**src/rtl/cola_escritura_reg_if.sv**
```systemverilog
// Write-back queue bus: producer ports A/M, drain control,
// register-file write port and occupancy/status view.
interface cola_escritura_reg_if #(
  parameter int ANCHO_DATO = 32
);
  logic                  a_valido;
  logic [4:0]            a_rd;
  logic [ANCHO_DATO-1:0] a_dato;
  logic                  a_listo;
  logic                  m_valido;
  logic [4:0]            m_rd;
  logic [ANCHO_DATO-1:0] m_dato;
  logic                  m_listo;
  logic                  drenar_en;
  logic                  reg_escribir;
  logic [4:0]            rd;
  logic [ANCHO_DATO-1:0] dato_escribir;
  logic [31:0]           ocupado;
  logic                  vacio;
  logic                  lleno;

  modport master (
    output a_valido, a_rd, a_dato,
    output m_valido, m_rd, m_dato,
    output drenar_en,
    input  a_listo, m_listo,
    input  reg_escribir, rd, dato_escribir,
    input  ocupado, vacio, lleno
  );

  modport slave (
    input  a_valido, a_rd, a_dato,
    input  m_valido, m_rd, m_dato,
    input  drenar_en,
    output a_listo, m_listo,
    output reg_escribir, rd, dato_escribir,
    output ocupado, vacio, lleno
  );
endinterface

```
**src/rtl/cola_escritura_reg.sv**
```systemverilog
// Write-back queue: two producers (A has priority) feed a FIFO
// drained one entry per cycle into the register-file write port.
module cola_escritura_reg #(
  parameter int PROF       = 4,
  parameter int ANCHO_DATO = 32
) (
  input logic                clk,
  input logic                rst,
  cola_escritura_reg_if.slave bus
);
  localparam int PW = $clog2(PROF);
  localparam int CW = PW + 1;

  logic [4:0]            mem_rd   [PROF];
  logic [ANCHO_DATO-1:0] mem_dato [PROF];
  logic [PW-1:0]         rp, wp;
  logic [CW-1:0]         cnt;

  logic                  we_q;
  logic [4:0]            rd_q;
  logic [ANCHO_DATO-1:0] dato_q;

  logic                  vacio, lleno;
  logic                  acc_a, acc_m;
  logic [4:0]            in_rd;
  logic [ANCHO_DATO-1:0] in_dato;
  logic                  push, pop;
  logic [31:0]           occ;

  assign vacio = (cnt == '0);
  assign lleno = (cnt == CW'(PROF));

  // Listo depends only on state and a_valido, never on drenar_en
  assign bus.a_listo = !lleno;
  assign bus.m_listo = !lleno && !bus.a_valido;

  assign acc_a   = bus.a_valido && !lleno;
  assign acc_m   = bus.m_valido && !lleno && !bus.a_valido;
  assign in_rd   = acc_a ? bus.a_rd : bus.m_rd;
  assign in_dato = acc_a ? bus.a_dato : bus.m_dato;
  assign push    = (acc_a || acc_m) && (in_rd != 5'd0);
  assign pop     = bus.drenar_en && !vacio;

  always_ff @(posedge clk) begin
    if (push) begin
      mem_rd[wp]   <= in_rd;
      mem_dato[wp] <= in_dato;
    end
  end

  always_ff @(posedge clk) begin
    if (rst) begin
      rp  <= '0;
      wp  <= '0;
      cnt <= '0;
    end else begin
      if (push) wp <= wp + 1'b1;
      if (pop)  rp <= rp + 1'b1;
      unique case ({push, pop})
        2'b10:   cnt <= cnt + 1'b1;
        2'b01:   cnt <= cnt - 1'b1;
        default: cnt <= cnt;
      endcase
    end
  end

  always_ff @(posedge clk) begin
    if (rst) begin
      we_q   <= 1'b0;
      rd_q   <= '0;
      dato_q <= '0;
    end else if (pop) begin
      we_q   <= 1'b1;
      rd_q   <= mem_rd[rp];
      dato_q <= mem_dato[rp];
    end else begin
      we_q   <= 1'b0;
    end
  end

  // Entry i (from head) is live while its offset is below count
  always_comb begin
    occ = '0;
    for (int i = 0; i < PROF; i++) begin
      if (CW'(i) < cnt)
        occ[mem_rd[rp + PW'(i)]] = 1'b1;
    end
    if (we_q) occ[rd_q] = 1'b1;
    occ[0] = 1'b0;
  end

  assign bus.reg_escribir  = we_q;
  assign bus.rd            = rd_q;
  assign bus.dato_escribir = dato_q;
  assign bus.ocupado       = occ;
  assign bus.vacio         = vacio;
  assign bus.lleno         = lleno;
endmodule

```
**src/flat_wrapper.sv**
```systemverilog
// flat-port wrapper written by rule: the top's interface ports become plain ports
module cola_escritura_reg_flat 
#(
  parameter int PROF       = 4,
  parameter int ANCHO_DATO = 32
)
  (clk, rst, bus_a_valido, bus_a_rd, bus_a_dato, bus_m_valido, bus_m_rd, bus_m_dato, bus_drenar_en, bus_a_listo, bus_m_listo, bus_reg_escribir, bus_rd, bus_dato_escribir, bus_ocupado, bus_vacio, bus_lleno);
  cola_escritura_reg_if #(.ANCHO_DATO(ANCHO_DATO)) bus_i ();
  input logic clk;
  input logic rst;
  input wire logic [$bits(bus_i.a_valido)-1:0] bus_a_valido;
  input wire logic [$bits(bus_i.a_rd)-1:0] bus_a_rd;
  input wire logic [$bits(bus_i.a_dato)-1:0] bus_a_dato;
  input wire logic [$bits(bus_i.m_valido)-1:0] bus_m_valido;
  input wire logic [$bits(bus_i.m_rd)-1:0] bus_m_rd;
  input wire logic [$bits(bus_i.m_dato)-1:0] bus_m_dato;
  input wire logic [$bits(bus_i.drenar_en)-1:0] bus_drenar_en;
  output wire logic [$bits(bus_i.a_listo)-1:0] bus_a_listo;
  output wire logic [$bits(bus_i.m_listo)-1:0] bus_m_listo;
  output wire logic [$bits(bus_i.reg_escribir)-1:0] bus_reg_escribir;
  output wire logic [$bits(bus_i.rd)-1:0] bus_rd;
  output wire logic [$bits(bus_i.dato_escribir)-1:0] bus_dato_escribir;
  output wire logic [$bits(bus_i.ocupado)-1:0] bus_ocupado;
  output wire logic [$bits(bus_i.vacio)-1:0] bus_vacio;
  output wire logic [$bits(bus_i.lleno)-1:0] bus_lleno;
  assign bus_i.a_valido = bus_a_valido;
  assign bus_i.a_rd = bus_a_rd;
  assign bus_i.a_dato = bus_a_dato;
  assign bus_i.m_valido = bus_m_valido;
  assign bus_i.m_rd = bus_m_rd;
  assign bus_i.m_dato = bus_m_dato;
  assign bus_i.drenar_en = bus_drenar_en;
  assign bus_a_listo = bus_i.a_listo;
  assign bus_m_listo = bus_i.m_listo;
  assign bus_reg_escribir = bus_i.reg_escribir;
  assign bus_rd = bus_i.rd;
  assign bus_dato_escribir = bus_i.dato_escribir;
  assign bus_ocupado = bus_i.ocupado;
  assign bus_vacio = bus_i.vacio;
  assign bus_lleno = bus_i.lleno;
  cola_escritura_reg #(.PROF(PROF), .ANCHO_DATO(ANCHO_DATO)) u_core (.clk(clk), .rst(rst), .bus(bus_i));
endmodule
```
**config.mk**
```make
export PLATFORM = sky130hd
export DESIGN_NAME = cola_escritura_reg_flat
export DESIGN_NICKNAME = d
export VERILOG_FILES = /design/src/rtl/cola_escritura_reg_if.sv /design/src/rtl/cola_escritura_reg.sv /design/src/flat_wrapper.sv
export SDC_FILE = /design/constraint.sdc
export NUM_CORES = 1
export LEC_CHECK = 0
export BUFFER_PORTS_ARGS = -buffer_cell sky130_fd_sc_hd__buf_4
export CORE_MARGIN = 2
export CORE_UTILIZATION = 61
export CTS_CLUSTER_DIAMETER = 80
export DETAILED_ROUTE_END_ITERATION = 10
export HOLD_SLACK_MARGIN = 0.15
export PLACE_DENSITY = 0.85
export REMOVE_ABC_BUFFERS = 1
export SLEW_MARGIN = 20
export SYNTH_ARGS = -nofsm -noshare
export SYNTH_HDL_FRONTEND = slang
export SYNTH_SLANG_ARGS = --single-unit
```
**constraint.sdc**
```tcl
create_clock -name clk -period 9.36 [get_ports clk]
set_input_delay 1.872 -clock clk [delete_from_list [all_inputs] [get_ports clk]]
set_output_delay 1.872 -clock clk [all_outputs]
set_load 0.05 [all_outputs]
```
==> impl_metrics.json <==
{
  "outcome": "completed",
  "vias": 6867,
  "end_kind": "output pin",
  "hold-worst-slack_ns": 0.457,
  "worst_slack_ns": 4.14,
  "cts_setup_buffers": 0,
  "row_count": 45,
  "p_total_mw": 3.34,
  "synthFlopType": "edfxtp_1",
  "powerDensity_mw_per_mm2": 301,
  "ys_warn_count": 0,
  "clock_sinks": 195,
  "clk_path_buf_depth": 2,
  "clk_pin_slew_worst_paths_ns": 0.08,
  "required_ns": 7.49,
  "wirelength_met1_um": 9910,
  "synth_cell_types": 49,
  "peakVddDrop_uv": 241,
  "ant_nets": 0,
  "synth_top_area_cell": "edfxtp_1",
  "criticalPathCategory": "register to output pin",
  "synth-seq-cells": 195,
  "die_width_um": 128,
  "drive_gt1_frac": 0.347,
  "grt_pass1_vias": 7000,
  "boundaryPins": 153,
  "grt_pass1_wl_um": 40600,
  "post_drt_wl_per_cell_um": 25.7,
  "cts_tree": "done",
  "drtIter0Drc": 934,
  "fmax_mhz": 191,
  "yosysSeqAreaShare": 0.575,
  "setup_violations": 0,
  "synth_edf_count": 148,
  "async_reset_ff_frac": 0,
  "synth_cells": 710,
  "drc_errors": 0,
  "startpoint_type": "register",
  "die_area_mm2": 0.0164,
  "routed.top_layer": "met4",
  "grt_remaining_overflow": 0,
  "worst_ep_arrival_time_ns": 3.35,
  "dp.final_hpwl_um": 16500,
  "globalplace.congestion": 0.955,
  "cts_resized": 0,
  "fin_worst_skew_ns": 0.0121,
  "synth.most_common_cell": "edfxtp_1",
  "met3_length_um": 2250,
  "dieHeight_um": 128,
  "clockRootBuffer": "clkbuf_16",
  "finalNetCount": 924,
  "final_hold_viol_count": 0,
  "placedInstanceArea_mm2": 0.0105,
  "grt_start_max_net_pins": 51,
  "slew_violations": 0,
  "min_period_over_period": 0.558,
  "portBuffers": 151,
  "rsz0062_at_grt": "false",
  "viasPerCell": 6.62,
  "ys_top_cells_by_area": "edfxtp_1 47%, mux4_2 11%, dfxtp_1 10%",
  "cts_htree_levels": 4,
  "tns_ns": 0,
  "grtUsageTotal": 0.335,
  "design_area_mm2": 0.0111,
  "antenna_found_initial": 0,
  "insertion_delay_ns": 0.44,
  "min_period_ns": 5.22,
  "cts_buffers": 17,
  "syn_area_mm2": 0.00937,
  "fill_cells": 884,
  "critical_path_peak_fanout": 50,
  "syn_avg_cell_area_um2": 13.2,
  "firstDrtPassIters": 6,
  "worst_pin_slew_ns": 1.18,
  "core_area_mm2": 0.0151,
  "dp_slack_ns": 4.58,
  "ys_top_cells_by_count": "148 x edfxtp_1, 111 x nand2_1, 58 x a22oi_1",
  "routed_wirelength_um": 26600,
  "cts.hold.buffers_added": 0,
  "relSlewSlack": 0.212,
  "num_antenna_cells": 0,
  "wl_met2_um": 13700,
  "start_util": 0.621,
  "drv_cap": 0,
  "netlist.area_leader.share": 0.474,
  "leakagePower_nw": 4.05,
  "worst_hold_path_type": "register to register",
  "syn_to_final_growth_pct": 18.5
}
[routing by layer]
| metal | up-vias | GRT usage |
|---|---|---|
| li1 | 2943 | - |
| met1 | 3366 | 0.421 |
| met2 | 491 | 0.584 |
| met3 | 67 | 0.0668 |
| met4 | 0 | 0.117 |
| met5 | - | 0 |
[flip-flops by register name, indices dropped and copies added (netlist names), named ones only]
name / count
u_core.cnt: 3
u_core.wp: 2
u_core.bus.reg_escribir: 1
u_core.mem_dato: 128
u_core.bus.dato_escribir: 32
u_core.rp: 2
u_core.bus.rd: 5
u_core.mem_rd: 20
[power breakdown]
part / switching [mW] / internal [mW] / leakage, nW
registers: 0.165 / 1.14 / 1.76
clock network: 0.366 / 0.367 / 0.287
logic: 0.847 / 0.457 / 2.00
[cell usage in the layout (no fill, tap or decap), drive strengths merged, types with 3 or more instances in the layout]
master  count
a21oi      38
a22oi      58
a32oi       4
and2        7
buf       155
clkbuf     18
clkinv      4
dfxtp      47
edfxtp    148
ha          8
inv        20
mux2       42
mux2i       7
mux4       49
nand2     111
nand2b      8
nand3      38
nor2       43
nor2b       8
nor3        5
nor3b       9
o21ai       3
xor2        3
[critical path: stages, from the launching register on]
cell	delay (ns)
dfxtp_4	0.96
mux4_1	0.71
nor2_1	0.67
a32oi_1	0.23
nand3_1	0.14
buf_4	0.20
[final timing paths]
check	startpoint	to	slack, ns	cells after the start
setup / recovery	u_core.rp[0]	bus_ocupado[3]	4.14	5
hold reg to reg	u_core.bus.dato_escribir[18]	u_core.bus.dato_escribir[18]	0.46	2
hold / removal	u_core.bus.dato_escribir[18]	u_core.bus.dato_escribir[18]	0.46	2
setup reg to reg	u_core.cnt[1]	u_core.mem_dato[1][13]	5.68	7
[metrics by stage]
stage,instances,util
final,1038,0.736
after global routing,1038,0.736
after CTS,1038,0.736
after detailed placement,1006,0.697
after global placement,1006,0.697
after floorplan,663,-
[kinds of logic after synthesis]
group                    synth area share
AND/OR/NAND/NOR                     0.121
flip-flops                          0.575
AO/OA/AOI/OAI                      0.0766
multiplexers                        0.177
buffers and inverters              0.0346
adder cells (fa/ha/maj)            0.0107
XOR/XNOR                          0.00467
other                            0.000400
[layout make-up]
cell class	count	area, um2	share of cell area
clock buffers	18	439	0.0396
multi-input cells	457	3680	0.331
flip-flops and latches	195	5390	0.485
inverters	11	41.3	0.00372
well taps	188	235	0.0212
repair buffers	155	1160	0.105
clock inverters	14	154	0.0139
No activity file was read; power rests on OpenSTA's default activity.
